<file path="config.mk">
export PLATFORM = sky130hd
export DESIGN_NAME = bus_host_arbiter
export DESIGN_NICKNAME = d
export VERILOG_FILES = /design/src/rtl/bus_arb_pkg.sv /design/src/rtl/arb_id_fifo.sv /design/src/rtl/bus_host_arbiter.sv
export SDC_FILE = /design/constraint.sdc
export NUM_CORES = 1
export LEC_CHECK = 0
export ABC_AREA = 1
export BUFFER_PORTS_ARGS = -buffer_cell sky130_fd_sc_hd__buf_2
export CAP_MARGIN = 30
export CORE_AREA = 5 5 109 111
export CTS_CLUSTER_DIAMETER = 50
export DETAILED_ROUTE_END_ITERATION = 16
export DIE_AREA = 0 0 114 116
export MAX_ROUTING_LAYER = met4
export PLACE_DENSITY = 0.62
export SLEW_MARGIN = 15
export SYNTH_ARGS = -nofsm -noshare
export SYNTH_HDL_FRONTEND = slang
export SYNTH_SLANG_ARGS = --single-unit
</file>
<file path="constraint.sdc">
create_clock -name clk_i -period 1.67 [get_ports clk_i]
set_input_delay 0.334 -clock clk_i [delete_from_list [all_inputs] [get_ports clk_i]]
set_output_delay 0.334 -clock clk_i [all_outputs]
set_load 0.005 [all_outputs]
</file>
<file path="src/rtl/bus_arb_pkg.sv">
// Shared constants and helpers for the bus host arbiter.
//   MaxHosts  : upper bound on the number of hosts one arbiter may serve
//   idx_width : width of an index into n entries, never less than one bit
package bus_arb_pkg;

   localparam int MaxHosts = 8;

   function automatic int idx_width(input int n);
      return (n > 1) ? $clog2(n) : 1;
   endfunction

endpackage

</file>
<file path="src/rtl/arb_id_fifo.sv">
// In-order FIFO of host indices for accepted-but-unanswered transactions.
// The head is the registered oldest entry (no fall-through). A push while full
// or a pop while empty is ignored.
//   clk_i, rst_i  : clock, synchronous active-high reset
//   push_i        : enqueue push_data_i
//   push_data_i   : entry to enqueue
//   pop_i         : dequeue the head
//   head_o        : oldest entry (undefined while empty)
//   full_o        : occupancy equals Depth
//   empty_o       : occupancy is zero
//   count_o       : current occupancy
module arb_id_fifo
   import bus_arb_pkg::*;
#(
   parameter  int Width = 1,
   parameter  int Depth = 2,
   localparam int CntW  = $clog2(Depth + 1)
) (
   input  logic             clk_i,
   input  logic             rst_i,
   input  logic             push_i,
   input  logic [Width-1:0] push_data_i,
   input  logic             pop_i,
   output logic [Width-1:0] head_o,
   output logic             full_o,
   output logic             empty_o,
   output logic [CntW-1:0]  count_o
);

   localparam int PtrW = idx_width(Depth);
   localparam logic [PtrW-1:0] LastPtr  = PtrW'(Depth - 1);
   localparam logic [CntW-1:0] DepthCnt = CntW'(Depth);

   logic [Width-1:0] mem_q [Depth];
   logic [Width-1:0] mem_d [Depth];
   logic [PtrW-1:0]  wr_ptr_q, wr_ptr_d;
   logic [PtrW-1:0]  rd_ptr_q, rd_ptr_d;
   logic [CntW-1:0]  count_q, count_d;
   logic             do_push, do_pop;

   // Pointers wrap modulo Depth, which need not be a power of two.
   function automatic logic [PtrW-1:0] ptr_inc(input logic [PtrW-1:0] p);
      return (p == LastPtr) ? '0 : p + PtrW'(1);
   endfunction

   assign full_o  = (count_q == DepthCnt);
   assign empty_o = (count_q == '0);
   assign count_o = count_q;
   assign head_o  = mem_q[rd_ptr_q];

   assign do_push = push_i & ~full_o;
   assign do_pop  = pop_i & ~empty_o;

   always_comb begin
      mem_d    = mem_q;
      wr_ptr_d = wr_ptr_q;
      rd_ptr_d = rd_ptr_q;
      count_d  = count_q;
      if (do_push) begin
         mem_d[wr_ptr_q] = push_data_i;
         wr_ptr_d        = ptr_inc(wr_ptr_q);
      end
      if (do_pop) begin
         rd_ptr_d = ptr_inc(rd_ptr_q);
      end
      case ({do_push, do_pop})
         2'b10:   count_d = count_q + CntW'(1);
         2'b01:   count_d = count_q - CntW'(1);
         default: count_d = count_q;
      endcase
   end

   always_ff @(posedge clk_i) begin
      if (rst_i) begin
         wr_ptr_q <= '0;
         rd_ptr_q <= '0;
         count_q  <= '0;
      end else begin
         wr_ptr_q <= wr_ptr_d;
         rd_ptr_q <= rd_ptr_d;
         count_q  <= count_d;
      end
   end

   // Storage needs no reset; only entries between the pointers are ever read.
   always_ff @(posedge clk_i) begin
      mem_q <= mem_d;
   end

endmodule

</file>
<file path="src/rtl/bus_host_arbiter.sv">
// Round-robin arbiter sharing one pipelined req/gnt/rvalid device port among
// several hosts. The issuing host of every accepted transaction is queued so
// in-order responses are routed back to the right host.
//   clk_i, rst_i          : clock, synchronous active-high reset
//   host_req_i/gnt_o      : per-host request / same-cycle grant
//   host_addr/we/be/wdata : packed per-host command fields
//   host_rvalid_o/err_o   : per-host response strobe and error
//   host_rdata_o          : response data, broadcast to every host
//   device_*              : single shared device port
//   outstanding_o         : transactions accepted but not yet answered
//   unexpected_rsp_o      : sticky, a response arrived with nothing outstanding
module bus_host_arbiter
   import bus_arb_pkg::*;
#(
   parameter  int NrHosts        = 2,
   parameter  int DataWidth      = 32,
   parameter  int AddressWidth   = 32,
   parameter  int MaxOutstanding = 2,
   localparam int CntW           = $clog2(MaxOutstanding + 1)
) (
   input  logic                            clk_i,
   input  logic                            rst_i,
   input  logic [NrHosts-1:0]              host_req_i,
   output logic [NrHosts-1:0]              host_gnt_o,
   input  logic [NrHosts*AddressWidth-1:0] host_addr_i,
   input  logic [NrHosts-1:0]              host_we_i,
   input  logic [NrHosts*4-1:0]            host_be_i,
   input  logic [NrHosts*DataWidth-1:0]    host_wdata_i,
   output logic [NrHosts-1:0]              host_rvalid_o,
   output logic [DataWidth-1:0]            host_rdata_o,
   output logic [NrHosts-1:0]              host_err_o,
   output logic                            device_req_o,
   input  logic                            device_gnt_i,
   output logic [AddressWidth-1:0]         device_addr_o,
   output logic                            device_we_o,
   output logic [3:0]                      device_be_o,
   output logic [DataWidth-1:0]            device_wdata_o,
   input  logic                            device_rvalid_i,
   input  logic [DataWidth-1:0]            device_rdata_i,
   input  logic                            device_err_i,
   output logic [CntW-1:0]                 outstanding_o,
   output logic                            unexpected_rsp_o
);

   localparam int IdxW  = idx_width(NrHosts);
   localparam int CandW = IdxW + 1;
   localparam logic [CandW-1:0] NrHostsC = CandW'(NrHosts);
   localparam logic [IdxW-1:0]  LastHost = IdxW'(NrHosts - 1);

   logic [IdxW-1:0]         rr_ptr_q, rr_ptr_d;
   logic                    unexpected_q, unexpected_d;
   logic [IdxW-1:0]         winner;
   logic [CandW-1:0]        cand;
   logic                    found;
   logic                    accept, rsp_ok;
   logic                    fifo_full, fifo_empty;
   logic [IdxW-1:0]         rsp_host;

   logic [AddressWidth-1:0] addr_arr  [NrHosts];
   logic [3:0]              be_arr    [NrHosts];
   logic [DataWidth-1:0]    wdata_arr [NrHosts];

   for (genvar g = 0; g < NrHosts; g++) begin : g_unpack
      assign addr_arr[g]  = host_addr_i[g*AddressWidth +: AddressWidth];
      assign be_arr[g]    = host_be_i[g*4 +: 4];
      assign wdata_arr[g] = host_wdata_i[g*DataWidth +: DataWidth];
   end

   // First requester at or after rr_ptr, searching cyclically. With no
   // requester the winner stays 0 so the command muxes follow host 0.
   always_comb begin
      winner = '0;
      found  = 1'b0;
      cand   = '0;
      for (int i = 0; i < NrHosts; i++) begin
         cand = {1'b0, rr_ptr_q} + CandW'(i);
         if (cand >= NrHostsC) begin
            cand = cand - NrHostsC;
         end
         if (!found && host_req_i[cand[IdxW-1:0]]) begin
            found  = 1'b1;
            winner = cand[IdxW-1:0];
         end
      end
   end

   // Full blocks requests even when a pop lands in the same cycle, so there is
   // no combinational path from device_rvalid_i to device_req_o.
   assign device_req_o   = ~rst_i & (|host_req_i) & ~fifo_full;
   assign accept         = device_req_o & device_gnt_i;

   assign device_addr_o  = addr_arr[winner];
   assign device_we_o    = host_we_i[winner];
   assign device_be_o    = be_arr[winner];
   assign device_wdata_o = wdata_arr[winner];

   assign rsp_ok         = ~rst_i & device_rvalid_i & ~fifo_empty;
   assign host_rdata_o   = device_rdata_i;

   always_comb begin
      host_gnt_o    = '0;
      host_rvalid_o = '0;
      host_err_o    = '0;
      for (int i = 0; i < NrHosts; i++) begin
         if (accept && (winner == IdxW'(i))) begin
            host_gnt_o[i] = 1'b1;
         end
         if (rsp_ok && (rsp_host == IdxW'(i))) begin
            host_rvalid_o[i] = 1'b1;
            host_err_o[i]    = device_err_i;
         end
      end
   end

   always_comb begin
      rr_ptr_d = rr_ptr_q;
      if (accept) begin
         rr_ptr_d = (winner == LastHost) ? '0 : winner + IdxW'(1);
      end
      unexpected_d = unexpected_q | (device_rvalid_i & fifo_empty);
   end

   always_ff @(posedge clk_i) begin
      if (rst_i) begin
         rr_ptr_q     <= '0;
         unexpected_q <= 1'b0;
      end else begin
         rr_ptr_q     <= rr_ptr_d;
         unexpected_q <= unexpected_d;
      end
   end

   assign unexpected_rsp_o = unexpected_q;

   arb_id_fifo #(
      .Width (IdxW),
      .Depth (MaxOutstanding)
   ) u_id_fifo (
      .clk_i       (clk_i),
      .rst_i       (rst_i),
      .push_i      (accept),
      .push_data_i (winner),
      .pop_i       (device_rvalid_i),
      .head_o      (rsp_host),
      .full_o      (fifo_full),
      .empty_o     (fifo_empty),
      .count_o     (outstanding_o)
   );

endmodule

</file>
==> flow_summary.yaml, run 1 <==
drt:
  dr.first_iter.drc_count: 64
  drc: 0
  wl_per_cell_um: 13.4
  drtPass1Iterations: 4
  ant_nets: 0
  wl_mm: 8.69
  vias: 2508
  via_per_inst: 3.86
synth:
  synth_commonest_cells: "nand2_1 (220), buf_4 (32), buf_2 (14)"
  synth_top_area_cell: "nand2_1"
  ys_ff_latch: 8
  synth-main-ff-cell: "dfxtp_1"
  yosysMostFrequentCell: "nand2_1"
  postSynthAreaPerCell_um2: 4.80
  synthAdderAreaFrac_pct: 0.832
  ys_types: 18
  netlist_instances: 313
  yosys.area_share.xor_xnor_pct: 0
  yosysTopAreaCellShare_pct: 54.9
  ys_warn_count: 0
  syn_nets: 491
  synthMuxAreaShare_pct: 0
  synthArstFlopShare_pct: 0
  synth_edf_count: 2
  synth_compound_area_share_pct: 2.08
  synth_top_family_by_area: "simple AND/OR/NAND/NOR gates"
  synth_seq_area_share_pct: 12.0
  syn-cell-area_um2: 1500
  synth_simple_gate_area_share_pct: 61.7
  synth_area_leaders: "nand2_1 (55%), buf_4 (16%), dfxtp_1 (8.0%)"
place:
  hpwl_mm: 6.11
  gp_congestion: 0.764
  dpl-instance-area_um2: 2560
  io_buffers: 223
  dp_worst_setup_slack_ns: 0.107
sta:
  holdWs_ns: 0.307
  fin_crit_ns: 1.64
  fin_ws_ns: 0.0257
  min_period_over_period_pct: 98.5
  final_hold_viol_count: 0
  maxSlewHeadroom_pct: 87.9
  tightest_slew_ns: 0.181
  setup_viol: 0
  fmax_ghz: 0.608
  fin_skew_ns: 0.00514
  finalSetupTns_ns: 0
  rsz0062_at_grt: "yes"
  maxSlewViolCount: 0
worst_setup_path:
  cp_num_buf_inv: 4
  crit_top_cell: "nand2_1"
  cp-startpoint: "rr_ptr_q$_SDFFE_PP0N_"
  cp.required_ns: 1.34
  r2r_cells: 7
  path_cells: "inv_2 > nand2_4 > nand2_8 > buf_12 > clkbuf_16 > nand2_1 > nand2_1 > buf_2"
  cp-start-kind: "flip-flop"
  rr_startpoint: "u_id_fifo.count_o[0]$_SDFFE_PP0P_"
  worstSetupPathType: "reg -> out"
  critPathArrivalTime_ns: 1.31
  cp_max_fo: 6
  cpPeakStageDelay_ns: 0.31
  critPathCaptureType: "output port"
  slowest_stage: "dfxtp_2"
  critPathTopFamily: "buffers and inverters"
  crit_cells: 8
cts:
  h-tree-depth: 1
  cts_root_buf: "clkbuf_8"
  clockBufferDepth: 2
  cts_tree: "built"
  cts_buffers: 3
  clock_sinks: 8
  path_clk_slew_ns: 0.05
  clock_latency_ns: 0.23
  hold_buffers: 0
power:
  vdd_drop_max_uv: 213
  p_int_mw: 0.831
  switchingPower_mw: 0.510
  pwr-share-clk_pct: 18.5
  seqPwrFrac_pct: 17.7
  pwr-share-comb_pct: 63.7
  power_density_nw_per_um2: 455
  p_leak_nw: 1.92
  power_switching_share_pct: 38.0
global_routing:
  grt_use_total_pct: 9.99
  antenna_found_initial: 0
  overflow: 0
  grt_pass1_wl_mm: 10.4
  grt_pass1_vias: 2306
  grt_max_degree: 43
floorplan:
  die_h_um: 116
  core-area_um2: 10700
  initial_core_util_pct: 14.1
  core.rowCount: 38
  dieArea_um2: 13200
  io_pins: 288
  die_x_um: 114
final_layout:
  fillers: 1212
  syn_to_final_growth_pct: 96.0
  nets: 689
  fin_util_pct: 27.6
  multi_input_area_um2: 1030
  design_area_um2: 2950
  regArea_um2: 184
  drive_above_1_share_pct: 52.5
  diodes: 0
outcome:
  outcome: "completed"
hold_path:
  hold_class: "in -> reg"
  hold_depth: 2
  hp-start: "rst_i"
job:
  cap_viol_max_count: 0
[cells by family after synthesis]
family                     after synthesis
AOI/OAI and AO/OA                        6
adders and majority gates                1
buffers and inverters                   57
DFF                                      8
and+or+nand+nor                        241
[worst paths after layout]
check,end,slack (ns)
min reg2reg,unexpected_rsp_o$_SDFF_PP0_,0.46
min,u_id_fifo.wr_ptr_q$_SDFFE_PP0N_,0.31
max,device_addr_o[29],0.03
max reg2reg,u_id_fifo.count_o[1]$_SDFFE_PP0P_,0.31
[metrics by stage]
| stage | power (mW) | instances |
|---|---|---|
| after CTS | 1.24 | 641 |
| after detailed placement | 0.951 | 635 |
| after floorplan | 0.611 | 313 |
| after global routing | 1.46 | 650 |
| after global placement | 0.951 | 635 |
| final | 1.34 | 650 |
[cells in the final DEF (no fill, tap or decap), drive strengths merged]
cell type	synthesis	routed
nand4	2	2
nor2	14	14
nor3	2	2
o21ai	2	2
dfxtp	6	6
or2	1	1
nand3	1	1
a21oi	3	3
clkbuf	0	10
buf	46	233
inv	11	11
edfxtp	2	2
a31oi	1	1
nand2	221	221
ha	1	1
[per-layer routing]
layer	routed length [µm]	up-vias	track usage [%]
met2	4440	153	17.9
met4	248	0	4.35
met1	3200	1029	10.4
met5	0	-	-
met3	798	26	2.45
li1	-	1300	-
[area by class of cell]
class	instances	area share (%)
Tap cell	140	5.94
Sequential cell	8	6.24
Clock buffer	4	1.53
Multi-Input combinational cell	248	35.0
Timing Repair Buffer	239	49.5
Inverter	11	1.83
[repair_timing]
item                                    in CTS  in global routing
resized for setup                            9                 26
cloned                                       2                  8
endpoints found under the setup margin      38                 64
pin swaps                                    0                  5
setup buffers                                0                  1
[flip-flops by register name, summed over array words and instances, names as in the netlist]
register,flops
u_id_fifo.rd_ptr_q,1
u_id_fifo.count_o,2
u_id_fifo.mem_q,2
unexpected_rsp_o,1
rr_ptr_q,1
u_id_fifo.wr_ptr_q,1
[power groups by stage]
stage	registers (mW)	clock network, mW	logic [mW]
2_1_floorplan	0.237	0	0.374
3_3_place_gp	0.239	0	0.712
3_5_place_dp	0.239	0	0.712
4_1_cts	0.236	0.254	0.754
5_1_grt	0.240	0.268	0.947
6_report	0.238	0.249	0.855
(Power assumes the default switching activity.)
==> run 2, diff against run 1 <==
Settings changed: SETUP_SLACK_MARGIN set to 0.4.
==> flow_summary.yaml, run 2 (synthesized netlist as in run 1, its figures left out) <==
place:
  io_buffers: 223
  hpwl_mm: 6.10
  gp_congestion: 0.768
  place_inst: 636
sta:
  min_period_over_period_pct: 98.8
  fin_crit_ns: 1.65
  tightest_slew_ns: 0.213
  maxSlewHeadroom_pct: 85.8
  fmax_ghz: 0.606
  fin_skew_ns: 0.00252
  final_hold_viol_count: 0
  maxSlewViolCount: 0
  finalSetupTns_ns: 0
  rsz0062_at_grt: "yes"
  setup_viol: 0
  holdWs_ns: 0.339
floorplan:
  die_x_um: 114
  core-area_um2: 10700
  io_pins: 288
  core.rowCount: 38
  initial_core_util_pct: 14.1
  dieArea_um2: 13200
  die_h_um: 116
worst_setup_path:
  r2r_end: "u_id_fifo.count_o[1]$_SDFFE_PP0P_"
  path_cells: "inv_2 > nand2_4 > nand2_8 > inv_8 > buf_12 > clkbuf_16 > nand2_1 > nand2_1 > buf_2"
  cp-start-kind: "flip-flop"
  crit_top_cell: "nand2_1"
  critPathCaptureType: "output port"
  worstSetupPathType: "reg -> out"
  rr_startpoint: "u_id_fifo.count_o[0]$_SDFFE_PP0P_"
  critPathArrivalTime_ns: 1.32
  cpPeakStageDelay_ns: 0.30
  rrSetupSlack_ns: 0.30
  slowest_stage: "dfxtp_1"
  cp_num_buf_inv: 5
  cp_max_fo: 9
  r2r_cells: 8
  critPathTopFamily: "buffers and inverters"
  cp.required_ns: 1.34
global_routing:
  overflow: 0
  grt_pass1_wl_mm: 11.5
  grt_use_total_pct: 11.2
  grt_max_degree: 38
  grt_pass1_vias: 2491
  antenna_found_initial: 0
cts:
  cts_buffers: 3
  clock_sinks: 8
  clockBufferDepth: 2
  path_clk_slew_ns: 0.05
  clock_latency_ns: 0.23
  h-tree-depth: 1
  cts_root_buf: "clkbuf_8"
  cts_tree: "built"
hold_path:
  hold_depth: 2
  holdPathEnd: "u_id_fifo.wr_ptr_q$_SDFFE_PP0N_"
  hp-start: "rst_i"
  hold_class: "in -> reg"
drt:
  drtPass1Iterations: 4
  dr.first_iter.drc_count: 61
  vias: 2607
  wl_mm: 8.70
  wl_per_cell_um: 13.2
  via_per_inst: 3.94
  drc: 0
  ant_nets: 0
power:
  power_density_nw_per_um2: 459
  vdd_drop_max_uv: 213
  p_leak_nw: 2.01
final_layout:
  layout_commonest_cell: "buf_2"
  nets: 700
  syn_to_final_growth_pct: 112
  stdcell_count: 661
  drive_above_1_share_pct: 55.5
  layout_common_cells: "buf_2 (221), nand2_1 (205), nand2_2 (10)"
  diodes: 0
outcome:
  outcome: "completed"
job:
  cap_viol_max_count: 0
## run 2: changes by cell type in the layout (fill, tap and decap cells not counted), sizes merged
cell    previous run  this run
buf              233       245
clkbuf            10         9
## run 2: final cells by class
type,instances,area (µm²)
Fill cell,1231,7510
Multi-Input combinational cell,248,1140
Clock buffer,4,45.0
Timing Repair Buffer,250,1590
Inverter,11,51.3
Sequential cell,8,189
Tap cell,140,175
## run 2: worst reg2reg max path, delay by kind of cell, from the launching register on
family,cells,cell delay (ns)
AOI/OAI and AO/OA,1,0.16
buffers and inverters,2,0.17
and+or+nand+nor,4,0.41
adders and majority gates,1,0.14
DFF,1,0.38
## run 2: what timing repair did
item / CTS / global route
endpoints found under the setup margin: 78 / 78
buffers inserted: 9 / 3
gates cloned: 4 / 5
gates resized for setup: 31 / 30
hold buffers: 0 / 0
pin swaps: 7 / 9
hold endpoints to repair: 0 / 0
## run 2: where the power goes
group / switching (mW) / total, mW / internal [mW]
logic: 0.451 / 0.964 / 0.513
registers: 0.0221 / 0.246 / 0.223
clock network: 0.0854 / 0.252 / 0.166
total: 0.558 / 1.46 / 0.903
## run 2: per-layer routing
metal	share of wire, %	GRT usage, %	up-vias	routed length [µm]
met5	0	-	-	0
li1	-	-	1322	-
met1	41	13.5	1121	3530
met2	50	18.8	146	4330
met4	1.7	4.28	0	151
met3	8.0	1.83	18	692
## run 2: worst max-delay path by stage
stage                                     start                           endpoint  slack [ns]  depth (start not counted)
after floorplan                   host_req_i[1]  u_id_fifo.count_o[1]$_SDFFE_PP0P_        0.30                          7
after CTS                 rr_ptr_q$_SDFFE_PP0N_                 device_wdata_o[22]        0.02                          9
final                     rr_ptr_q$_SDFFE_PP0N_                 device_wdata_o[25]        0.02                          9
after detailed placement          host_req_i[0]                 device_wdata_o[19]         0.1                          8
after global routing      rr_ptr_q$_SDFFE_PP0N_                 device_wdata_o[21]       -0.05                          9
after global placement            host_req_i[0]                  device_addr_o[15]        0.11                          8
## run 2: through the flow
step | util (%) | cell area (µm²) | setup slack, ns | power [mW]
floorplan | - | 1520 | 0.299 | 0.621
global placement | 24.3 | 2600 | 0.106 | 0.970
detailed placement | 24.3 | 2600 | 0.0980 | 0.973
CTS | 27.6 | 2950 | 0.0163 | 1.38
global route | 29.8 | 3190 | -0.0493 | 1.59
finish | 29.8 | 3190 | 0.0199 | 1.46
==> run 3, diff against run 2 <==
Settings changed: CORE_AREA 5 5 109 111 to 2 2 112 114, PLACE_DENSITY 0.62 to 0.57.
==> flow_summary.yaml, run 3 (synthesized netlist as in run 1, its figures left out) <==
job:
  cap_viol_max_count: 0
worst_setup_path:
  critPathTopFamily: "buffers and inverters"
  cp-startpoint: "rr_ptr_q$_SDFFE_PP0N_"
  cp_max_fo: 6
  critPathArrivalTime_ns: 1.30
  slowest_stage: "dfxtp_2"
  cp.required_ns: 1.34
  cpPeakStageDelay_ns: 0.31
  worstSetupPathType: "reg -> out"
  rr_startpoint: "u_id_fifo.count_o[1]$_SDFFE_PP0P_"
  critPathCaptureType: "output port"
  cp-start-kind: "flip-flop"
  crit_top_cell: "nand2_1"
  path_cells: "inv_2 > nand2_4 > nand2_8 > buf_12 > clkbuf_16 > nand2_1 > nand2_1 > buf_2"
  cp_num_buf_inv: 4
drt:
  wl_per_cell_um: 12.6
  dr.first_iter.drc_count: 62
  drtPass1Iterations: 4
  wl_mm: 8.39
  ant_nets: 0
  vias: 2588
  drc: 0
  via_per_inst: 3.89
global_routing:
  grt_max_degree: 41
  grt_pass1_vias: 2234
  grt_pass1_wl_mm: 10.5
  antenna_found_initial: 0
  grt_use_total_pct: 10.4
  overflow: 0
floorplan:
  core.rowCount: 40
  core-area_um2: 11900
  die_x_um: 114
  dieArea_um2: 13200
  io_pins: 288
  initial_core_util_pct: 12.6
  die_h_um: 116
place:
  gp_congestion: 0.710
  hpwl_mm: 5.50
  io_buffers: 223
  place_inst: 643
  dp_worst_setup_slack_ns: 0.111
cts:
  clock_sinks: 8
  cts_root_buf: "clkbuf_16"
  path_clk_slew_ns: 0.04
  clock_latency_ns: 0.24
  cts_tree: "built"
  h-tree-depth: 1
  cts_buffers: 3
  clockBufferDepth: 2
final_layout:
  nets: 697
  layout_commonest_cell: "buf_2"
  diodes: 0
  layout_common_cells: "buf_2 (220), nand2_1 (195), nand2_2 (18)"
  drive_above_1_share_pct: 57.5
  syn_to_final_growth_pct: 114
  stdcell_count: 665
  fin_util_pct: 27.1
outcome:
  outcome: "completed"
sta:
  final_hold_viol_count: 0
  min_period_over_period_pct: 97.8
  rsz0062_at_grt: "yes"
  holdWs_ns: 0.332
  tightest_slew_ns: 0.198
  fmax_ghz: 0.612
  fin_skew_ns: 0.00113
  maxSlewViolCount: 0
  setup_viol: 0
  fin_ws_ns: 0.0368
  fin_crit_ns: 1.63
  maxSlewHeadroom_pct: 86.8
power:
  p_leak_nw: 2.02
  vdd_drop_max_uv: 311
  power_density_nw_per_um2: 510
  design_power_total_mw: 1.65
hold_path:
  hp-start: "rst_i"
  hold_class: "in -> reg"
-- run 3: where the power goes --
group / internal, mW / total [mW] / switching (mW)
clock network: 0.319 / 0.424 / 0.105
logic: 0.517 / 0.974 / 0.458
registers: 0.224 / 0.247 / 0.0233
total: 1.06 / 1.65 / 0.586
-- run 3: worst paths after layout --
check | to | slack (ns) | cells after the start
worst min register to register | u_id_fifo.rd_ptr_q$_SDFFE_PP0P_ | 0.44 | 1
worst max-delay path | device_addr_o[26] | 0.04 | 8
worst min-delay path | u_id_fifo.wr_ptr_q$_SDFFE_PP0N_ | 0.33 | 2
worst max register to register | u_id_fifo.count_o[1]$_SDFFE_PP0P_ | 0.34 | 7
-- run 3: repair_timing --
| item | 4_1_cts | 5_1_grt |
|---|---|---|
| setup endpoints to repair | 78 | 79 |
| gates resized for setup | 41 | 33 |
| buffers inserted | 7 | 1 |
| gates cloned | 3 | 7 |
| hold buffers | 0 | 0 |
| pin swaps | 8 | 13 |
-- run 3: routing by layer --
metal / wire (µm) / track usage [%] / vias to the layer above
met1: 3330 / 11.8 / 1112
met5: 0 / - / -
li1: - / - / 1322
met4: 88 / 3.01 / 0
met3: 603 / 2.14 / 9
met2: 4370 / 18.3 / 145
-- run 3: layout make-up --
type	instances	area (µm²)
Sequential cell	8	190
Inverter	11	60.1
Timing Repair Buffer	247	1560
Fill cell	1351	8690
Tap cell	147	184
Multi-Input combinational cell	248	1160
Clock buffer	4	78.8
-- run 3: metrics by stage --
stage | area, µm² | setup TNS [ns]
detailed placement | 2590 | 0
finish | 3220 | 0
CTS | 2950 | 0
global route | 3220 | -0.0979
floorplan | 1520 | 0
global placement | 2590 | 0
